**config.mk**
```make
export PLATFORM = sky130hd
export DESIGN_NAME = uart_cmd_decoder
export DESIGN_NICKNAME = d
export VERILOG_FILES = /design/src/rtl/uart_cmd_pkg.sv /design/src/rtl/cmd_timeout_counter.sv /design/src/rtl/uart_cmd_decoder.sv
export SDC_FILE = /design/constraint.sdc
export NUM_CORES = 1
export LEC_CHECK = 0
export ABC_AREA = 1
export CORE_MARGIN = 4
export CORE_UTILIZATION = 55
export DETAILED_ROUTE_END_ITERATION = 10
export PLACE_DENSITY = 0.8
export SETUP_SLACK_MARGIN = 0.2
export SLEW_MARGIN = 20
export SYNTH_ARGS = -nofsm -noshare
export SYNTH_HDL_FRONTEND = slang
export SYNTH_HIERARCHICAL = 1
export SYNTH_SLANG_ARGS = --single-unit
```
**constraint.sdc**
```tcl
create_clock -name CLK -period 3.4 [get_ports CLK]
set_clock_uncertainty 0.2 [all_clocks]
set_input_delay 0.34 -clock CLK [delete_from_list [all_inputs] [get_ports CLK]]
set_output_delay 0.34 -clock CLK [all_outputs]
set_load 0.03 [all_outputs]
```
**src/rtl/uart_cmd_pkg.sv**
```systemverilog
// Shared constants and state encoding for the UART register-command decoder.
package uart_cmd_pkg;

    localparam logic [7:0] SYNC_BYTE   = 8'hA5;
    localparam logic [7:0] CMD_WRITE   = 8'h01;
    localparam logic [7:0] CMD_READ    = 8'h02;

    localparam logic [7:0] RSP_WR_OK   = 8'h4B;
    localparam logic [7:0] RSP_BAD_CMD = 8'h3F;
    localparam logic [7:0] RSP_TIMEOUT = 8'h21;

    // uart_send IDLE lags DATA_READY, so it is not trusted right after a pulse
    localparam logic [1:0] RESP_HOLDOFF = 2'd2;

    typedef enum logic [2:0] {
        ST_HUNT,
        ST_CMD,
        ST_ADDR,
        ST_DH,
        ST_DL,
        ST_EXEC,
        ST_RESP,
        ST_RESP_WAIT
    } state_e;

endpackage

```
**src/rtl/cmd_timeout_counter.sv**
```systemverilog
// Saturating cycle counter; expired stays high once LIMIT enabled cycles elapse
// since the last clear. Used for both inter-byte gaps and register-ack waits.
module cmd_timeout_counter #(
    parameter int unsigned LIMIT = 5000000
) (
    input  logic CLK,
    input  logic RST,
    input  logic clear,
    input  logic enable,
    output logic expired
);

    localparam int unsigned CW = $clog2(LIMIT + 1);

    logic [CW-1:0] count;

    always_ff @(posedge CLK or negedge RST) begin
        if (!RST)
            count <= '0;
        else if (clear)
            count <= '0;
        else if (enable && !expired)
            count <= count + CW'(1);
    end

    assign expired = (count == CW'(LIMIT));

endmodule

```
**src/rtl/uart_cmd_decoder.sv**
```systemverilog
// Decodes A5-synced UART command frames into register read/write requests and
// streams the response bytes back through uart_send.
module uart_cmd_decoder
    import uart_cmd_pkg::*;
#(
    parameter int unsigned TIMEOUT_CYCLES = 5000000
) (
    input  logic        CLK,
    input  logic        RST,
    input  logic [7:0]  RX_DATA,
    input  logic        RX_READY,
    output logic [7:0]  REG_ADDR,
    output logic [15:0] REG_WDATA,
    output logic        REG_WE,
    output logic        REG_RE,
    input  logic        REG_ACK,
    input  logic [15:0] REG_RDATA,
    output logic [7:0]  TX_DATA,
    output logic        TX_VALID,
    input  logic        TX_IDLE
);

    state_e      state, state_nxt;
    logic        rx_prev;
    logic        rx_pulse;
    logic        cmd_ok;
    logic        is_write;
    logic        req_issued;
    logic        req_on;
    logic [7:0]  resp0, resp1;
    logic [1:0]  resp_cnt;
    logic [1:0]  wait_cnt;
    logic        gap_state;
    logic        tmr_clr, tmr_en, tmo;

    assign rx_pulse  = RX_READY & ~rx_prev;
    assign req_on    = REG_WE | REG_RE;
    assign cmd_ok    = (RX_DATA == CMD_WRITE) || (RX_DATA == CMD_READ);
    assign gap_state = (state == ST_CMD) || (state == ST_ADDR) ||
                       (state == ST_DH)  || (state == ST_DL);
    assign tmr_en    = gap_state || (state == ST_EXEC);
    // Any state change restarts timing, which arms the ack timer on EXEC entry
    assign tmr_clr   = rx_pulse || (state_nxt != state);

    cmd_timeout_counter #(
        .LIMIT   (TIMEOUT_CYCLES)
    ) u_tmr (
        .CLK     (CLK),
        .RST     (RST),
        .clear   (tmr_clr),
        .enable  (tmr_en),
        .expired (tmo)
    );

    always_ff @(posedge CLK or negedge RST) begin
        if (!RST)
            state <= ST_HUNT;
        else
            state <= state_nxt;
    end

    always_comb begin
        state_nxt = state;
        case (state)
            ST_HUNT:
                if (rx_pulse && (RX_DATA == SYNC_BYTE)) state_nxt = ST_CMD;
            ST_CMD:
                if (rx_pulse)  state_nxt = cmd_ok ? ST_ADDR : ST_RESP;
                else if (tmo)  state_nxt = ST_HUNT;
            ST_ADDR:
                if (rx_pulse)  state_nxt = is_write ? ST_DH : ST_EXEC;
                else if (tmo)  state_nxt = ST_HUNT;
            ST_DH:
                if (rx_pulse)  state_nxt = ST_DL;
                else if (tmo)  state_nxt = ST_HUNT;
            ST_DL:
                if (rx_pulse)  state_nxt = ST_EXEC;
                else if (tmo)  state_nxt = ST_HUNT;
            ST_EXEC:
                if ((req_on && REG_ACK) || tmo) state_nxt = ST_RESP;
            ST_RESP:
                if (TX_IDLE) state_nxt = ST_RESP_WAIT;
            ST_RESP_WAIT:
                if ((wait_cnt == 2'd0) && TX_IDLE)
                    state_nxt = (resp_cnt != 2'd0) ? ST_RESP : ST_HUNT;
            default:
                state_nxt = ST_HUNT;
        endcase
    end

    always_ff @(posedge CLK or negedge RST) begin
        if (!RST) begin
            rx_prev    <= 1'b1;
            is_write   <= 1'b0;
            req_issued <= 1'b0;
            REG_ADDR   <= 8'h00;
            REG_WDATA  <= 16'h0000;
            REG_WE     <= 1'b0;
            REG_RE     <= 1'b0;
            TX_DATA    <= 8'h00;
            TX_VALID   <= 1'b0;
            resp0      <= 8'h00;
            resp1      <= 8'h00;
            resp_cnt   <= 2'd0;
            wait_cnt   <= 2'd0;
        end else begin
            rx_prev  <= RX_READY;
            TX_VALID <= 1'b0;
            if (state != ST_EXEC) req_issued <= 1'b0;
            case (state)
                ST_CMD:
                    if (rx_pulse) begin
                        if (cmd_ok) begin
                            is_write <= (RX_DATA == CMD_WRITE);
                        end else begin
                            resp0    <= RSP_BAD_CMD;
                            resp_cnt <= 2'd1;
                        end
                    end
                ST_ADDR:
                    if (rx_pulse) REG_ADDR <= RX_DATA;
                ST_DH:
                    if (rx_pulse) REG_WDATA[15:8] <= RX_DATA;
                ST_DL:
                    if (rx_pulse) REG_WDATA[7:0] <= RX_DATA;
                ST_EXEC: begin
                    if (req_on && REG_ACK) begin
                        REG_WE <= 1'b0;
                        REG_RE <= 1'b0;
                        if (is_write) begin
                            resp0    <= RSP_WR_OK;
                            resp_cnt <= 2'd1;
                        end else begin
                            resp0    <= REG_RDATA[15:8];
                            resp1    <= REG_RDATA[7:0];
                            resp_cnt <= 2'd2;
                        end
                    end else if (tmo) begin
                        REG_WE   <= 1'b0;
                        REG_RE   <= 1'b0;
                        resp0    <= RSP_TIMEOUT;
                        resp_cnt <= 2'd1;
                    end else if (!req_issued) begin
                        REG_WE     <= is_write;
                        REG_RE     <= ~is_write;
                        req_issued <= 1'b1;
                    end
                end
                ST_RESP:
                    if (TX_IDLE) begin
                        TX_DATA  <= resp0;
                        TX_VALID <= 1'b1;
                        resp0    <= resp1;
                        resp_cnt <= resp_cnt - 2'd1;
                        wait_cnt <= RESP_HOLDOFF;
                    end
                ST_RESP_WAIT:
                    if (wait_cnt != 2'd0) wait_cnt <= wait_cnt - 2'd1;
                default: ;
            endcase
        end
    end

endmodule
```
==> impl_metrics.json, run 1 <==
{
  "outcome": "completed",
  "min-delay-start": "RX_READY",
  "vias": 4056,
  "die-height_um": 98.6,
  "r2r_start": "u_tmr/count[0]",
  "post_cts_buffers": 0,
  "cts_sinks": 84,
  "rsz0062_at_grt": "no",
  "fin_tns_setup_ns": 0,
  "arrival_ns": 2.91,
  "cts_buffers": 9,
  "crit_path_start": "u_tmr/count[0]",
  "cts_htree_levels": 3,
  "numPlacedInstances": 754,
  "hold_viol": 0,
  "clockBufferDepth": 2,
  "fin_cells": 770,
  "nets": 697,
  "yosysWarnings": 6,
  "insertion_delay_ns": 0.36,
  "cts_resized": 0,
  "crit_path_frequent_cell": "nand2_1",
  "critPathBufInv": 6,
  "synthCells": 600,
  "slowest_stage": "dfrtp_1",
  "firstDrtPassIters": 6,
  "finalWeightedCongestion": 0.920,
  "yosysTopAreaCellShare_pct": 46.0,
  "synth.most_common_cell": "nand2_1",
  "rows": 32,
  "min_path_type": "primary input to register",
  "core-area_um2": 7850,
  "power_density_nw_per_um2": 759,
  "cpLargestDelayFamily": "simple AND/OR/NAND/NOR gates",
  "cp-end-kind": "register",
  "synth_async_sr_flop_share_pct": 100,
  "wire_per_inst_um": 14.1,
  "die_w_um": 98.6,
  "start_util_pct": 57.6,
  "drcViolationCount": 0,
  "maxCapViolations": 0,
  "yosysSeqAreaShare_pct": 46.6,
  "yosys-top-cells-count": "229 x nand2_1, 83 x dfrtp_1, 63 x nor2_1",
  "syn_area_per_cell_um2": 7.53,
  "synthTopCellsByArea": "dfrtp_1 46%, nand2_1 19%, nor2_1 5.2%",
  "setup.worst_path.class": "register to register",
  "hpwl_um": 7790,
  "cts_root_buffer": "clkbuf_8",
  "drt_iter0_markers": 201,
  "synthFlopType": "dfrtp_1",
  "cts_tree": "built",
  "fin_util_pct": 69.1,
  "ys_types": 43,
  "grt_max_degree": 85,
  "relSlewSlack_pct": 50.0,
  "grt_pass1_wl_um": 18000,
  "avgViaCountPerCell": 5.27,
  "min_period_ns": 2.85,
  "p_leak_nw": 2.61,
  "ir_drop_mv": 0.490,
  "wirelength_um": 10900,
  "setup_viol": 0,
  "io_buffers": 63,
  "path_cells": "inv_1 -> ha_1 -> nand2_1 -> inv_1 -> nand2_1 -> nor2_2 -> nand3_4 -> inv_1 -> inv_1 -> nand2_1 -> nand2_1 -> nand3_1 -> nand3_1 -> nor3_1 -> nor2_1 -> nand2_1 -> inv_1 -> nand2_4 -> clkinv_4 -> nand2_1 -> nand2_1",
  "max_freq_mhz": 351,
  "tightest_slew_ns": 0.751,
  "track_usage_pct": 23.0,
  "syn_to_final_growth_pct": 20.1,
  "first_global_vias": 3729,
  "drive_gt1_share_pct": 9.43,
  "syn-num-nets": 633,
  "antenna_left": 0,
  "diodes": 0,
  "antenna_found_initial": 0,
  "startpoint_type": "register",
  "period_share_pct": 83.9,
  "required_ns": 3.46,
  "cts.clk_slew.worst_paths_ns": 0.09,
  "synth_seq_cells": 84,
  "finalPower_mw": 4.12,
  "synth_area_um2": 4520,
  "ioPinCount": 64,
  "dieArea_um2": 9730,
  "slew_viol_final": 0,
  "synth_edf_count": 0,
  "fillers": 693,
  "slowest_delay_ns": 0.42,
  "grt.overflow.total": 0,
  "yosysTopAreaCell": "dfrtp_1",
  "crit_fanout": 17
}
## cell usage in the layout (no fill, tap or decap), types with 2 or more instances in the layout
cell type | synthesis | final
and2_1 | 2 | 2
ha_1 | 4 | 4
buf_4 | 1 | 3
nand4_1 | 16 | 16
o31ai_1 | 2 | 2
xor2_1 | 8 | 8
bufinv_16 | 0 | 2
o21a_1 | 3 | 3
nor2_2 | 5 | 5
inv_1 | 37 | 37
nand3_1 | 35 | 35
inv_6 | 1 | 2
nand2_1 | 229 | 229
or2_2 | 2 | 2
nand3_2 | 3 | 3
nor3_1 | 2 | 2
o21ai_1 | 19 | 19
dfrtp_1 | 83 | 83
a21oi_1 | 3 | 3
nand3_4 | 2 | 2
o21ai_0 | 26 | 26
nand2_2 | 5 | 5
and3_1 | 2 | 2
nor2_1 | 63 | 63
clkdlybuf4s50_1 | 0 | 62
nand2_4 | 4 | 4
nor2_4 | 2 | 2
inv_2 | 15 | 15
clkinv_4 | 1 | 2
clkbuf_8 | 0 | 10
## stage by stage
step                instance area, um^2  hold WS, ns  setup WS, ns
finish                             5430        0.249         0.548
global route                       5430        0.241         0.261
CTS                                5420        0.236         0.580
detailed placement                 5190        0.260         0.632
global placement                   5190        0.253         0.728
floorplan                          4520       -0.156         0.857
## repair_timing
action | 4_1_cts | 5_1_grt
setup endpoints to repair | 0 | 0
hold buffers | 1 | 0
endpoints found under the hold margin | 8 | 0
## logic make-up (layout without fill, tap and decap cells)
family,count (synthesis),after routing,share of synthesized area [%]
simple gates,376,376,36.5
flops,84,84,46.6
buf+inv,70,138,7.28
compound gates,57,57,6.78
xor+xnor,9,9,1.74
fa+ha+maj,4,4,1.11
## routing by layer
metal | track usage [%] | wire length [um]
met5 | 0 | 0
met1 | 31.0 | 4880
met3 | 4.53 | 551
met4 | 6.51 | 148
met2 | 38.1 | 5290
## sequential cells by signal, summed over array words and instances (netlist names), 2 cells and up
signal,flops
REG_WDATA,16
u_tmr/count,23
wait_cnt,2
resp_cnt,2
REG_ADDR,8
state,3
resp0,8
resp1,8
TX_DATA,8
## layout make-up
type	count	area, um^2	area share [%]
Sequential cell	84	2100	38.8
Multi-Input combinational cell	446	2090	38.4
Timing Repair Buffer	67	664	12.2
Inverter	56	221	4.08
Clock buffer	10	138	2.54
Tap cell	102	128	2.35
Clock inverter	5	85.1	1.57
## report_power, final
group	internal [mW]	switching, mW
Combinational	0.650	1.14
Sequential	1.31	0.213
Clock	0.434	0.372
Total	2.39	1.73
## worst paths after layout
| kind | to | slack (ns) | depth (start not counted) |
|---|---|---|---|
| max reg2reg | u_tmr/count[9] | 0.55 | 21 |
| max in group asynchronous | u_tmr/count[18] | 2.10 | 2 |
| max | u_tmr/count[9] | 0.55 | 21 |
| min in group asynchronous | REG_RE | 0.38 | 2 |
| min reg2reg | TX_DATA[7] | 0.28 | 2 |
| min | rx_prev | 0.25 | 1 |
Power figures use the tool's default switching activity.
==> run 2, diff against run 1 <==
Clock period 3.4 ns to 2.7 ns, I/O delays scaled along.
==> run 2 against run 1 <==
First-iteration DRC count rose by 67%. Wire length rose by 8.9%. Critical path type unchanged. Combinational power rose by 48%. Critical path depth fell by 3. Design area rose by 4.0%. Die area did not move. Largest power group unchanged.
==> impl_metrics.json, run 2 (synthesized netlist as in run 1, its figures left out) <==
{
  "outcome": "completed",
  "cts_buffers": 9,
  "maxCapViolations": 0,
  "cts_htree_levels": 3,
  "wire_per_inst_um": 15.0,
  "post-place-ws_ns": -0.00947,
  "cp-end-kind": "register",
  "io_buffers": 63,
  "arrival_ns": 2.65,
  "slowest_delay_ns": 0.47,
  "period_share_pct": 96.2,
  "met2_length_um": 5740,
  "hpwl_um": 8120,
  "wl_met3_um": 985,
  "insertion_delay_ns": 0.35,
  "r2r_start": "u_tmr/count[20]",
  "min_path_type": "primary input to register",
  "max_freq_mhz": 385,
  "final_cell_mix": "226 x nand2_1, 83 x dfrtp_1, 62 x clkdlybuf4s50_1, 58 x nor2_1, 33 x nand3_1",
  "largest_register_ffs": 23,
  "firstDrtPassIters": 5,
  "slowest_stage": "dfrtp_1",
  "wirelength_um": 11800,
  "grt_pass1_wl_um": 19100,
  "p_leak_nw": 2.71,
  "rsz0062_at_grt": "yes",
  "cts.clk_slew.worst_paths_ns": 0.09,
  "dieArea_um2": 9730,
  "switching_share_pct": 44.4,
  "syn_to_final_growth_pct": 24.9,
  "tightest_slew_ns": 0.559,
  "reg2reg_depth": 18,
  "cts_root_buffer": "clkbuf_8",
  "fin_ws_ns": 0.102,
  "cpLargestDelayFamily": "simple AND/OR/NAND/NOR gates",
  "worstSetupEndpoint": "u_tmr/count[20]",
  "grt_max_degree": 44,
  "start_util_pct": 57.6,
  "m1WireLength_um": 4750,
  "power_density_nw_per_um2": 959,
  "path_depth": 18,
  "power_frac_clock_pct": 15.7,
  "avgViaCountPerCell": 5.48,
  "first_global_vias": 3943,
  "top_register": "u_tmr/count",
  "track_usage_pct": 24.0,
  "crit_path_start": "u_tmr/count[20]",
  "die-height_um": 98.6,
  "highest_layer": "met4",
  "relSlewSlack_pct": 62.7,
  "vias": 4327,
  "clockBufferDepth": 2,
  "reg_top3": "u_tmr/count: 23 flops, REG_WDATA: 16 flops",
  "hold_viol": 0,
  "finalWeightedCongestion": 0.912,
  "numPlacedInstances": 760,
  "ioPinCount": 64,
  "intPower_mw": 3.01,
  "core-area_um2": 7850,
  "slew_viol_final": 0,
  "die_w_um": 98.6,
  "ir_drop_mv": 0.803,
  "diodes": 0,
  "critPathBufInv": 4,
  "final_common_cell": "nand2_1",
  "cts_sinks": 84,
  "stdcell_area_um2": 5640,
  "antenna_left": 0,
  "crit_path_frequent_cell": "nand2_1",
  "crit_fanout": 6,
  "placed_cell_area_um2": 5250,
  "drt_iter0_markers": 336,
  "seqPwrFrac_pct": 35.4,
  "required_ns": 2.75,
  "drive_gt1_share_pct": 14.7,
  "fin_cells": 789,
  "min_period_ns": 2.60,
  "rows": 32,
  "comb_power_share_pct": 48.9,
  "startpoint_type": "register",
  "grt.overflow.total": 0,
  "r2r-end": "u_tmr/count[20]",
  "power_switching_mw": 2.40,
  "cts_tree": "built",
  "path_cells": "nor2_1 -> nand2_1 -> nor2_2 -> nand3_4 -> inv_4 -> inv_2 -> nand2_2 -> nand2_1 -> nand3_2 -> nand3_2 -> nor3_2 -> nor2_2 -> nand2_4 -> inv_8 -> nand2_8 -> clkinv_8 -> nand2_1 -> nand2_1",
  "antenna_found_initial": 0,
  "drcViolationCount": 0,
  "setup.worst_path.class": "register to register",
  "setup_viol": 0,
  "rrSetupSlack_ns": 0.10,
  "nets": 715
}
-- run 2: power groups by stage --
| stage | logic [mW] | registers (mW) | clock network, mW |
|---|---|---|---|
| 6_report | 2.65 | 1.92 | 0.851 |
| 5_1_grt | 2.86 | 1.97 | 0.926 |
| 3_5_place_dp | 2.26 | 1.94 | 0 |
| 4_1_cts | 2.34 | 1.91 | 0.862 |
| 3_3_place_gp | 2.21 | 1.91 | 0 |
| 2_1_floorplan | 1.16 | 2.27 | 0 |
-- run 2: what timing repair did --
item                                   4_1_cts  5_1_grt
hold buffers                                 1        0
resized for setup                            7       23
setup endpoints to repair                   22       23
endpoints found under the hold margin       41        0
setup buffers                                2        4
pin swaps                                    4       16
gates cloned                                 1        5
-- run 2: worst min path at each step --
stage,from,to,slack [ns],cells past startpoint
floorplan,RST,REG_ADDR[0],-0.23,0
global placement,RST,wait_cnt[0],0.09,1
detailed placement,RST,wait_cnt[1],0.1,1
CTS,RX_READY,rx_prev,0.17,1
global route,RX_READY,rx_prev,0.17,1
finish,RX_READY,rx_prev,0.18,1
-- run 2: area by class of cell --
type / instances / area, um^2
Timing Repair inverter: 2 / 17.5
Tap cell: 102 / 128
Clock buffer: 10 / 138
Inverter: 56 / 239
Clock inverter: 6 / 46.3
Multi-Input combinational cell: 448 / 2170
Sequential cell: 84 / 2100
Fill cell: 640 / 2200
Timing Repair Buffer: 81 / 805
-- run 2: routing by layer --
metal / global-route usage (%) / up-vias
met4: 7.98 / 0
met2: 39.3 / 225
met5: 0 / -
met3: 4.53 / 37
met1: 32.3 / 1992
li1: - / 2073
-- run 2: per-stage QoR --
| stage | hold slack [ns] | TNS (ns) | util [%] | power (mW) |
|---|---|---|---|---|
| floorplan | -0.226 | 0 | - | 3.43 |
| global placement | 0.0891 | 0 | 66.9 | 4.12 |
| detailed placement | 0.0970 | -0.0158 | 66.9 | 4.19 |
| CTS | 0.168 | 0 | 69.9 | 5.11 |
| global route | 0.170 | -1.94 | 71.9 | 5.76 |
| finish | 0.184 | 0 | 71.9 | 5.41 |
-- run 2: worst reg2reg max path, delay by kind of cell, from the launching register on --
family	cells	cell delay (ns)
flip-flops	1	0.47
AND/OR/NAND/NOR	14	1.53
buffers and inverters	4	0.28
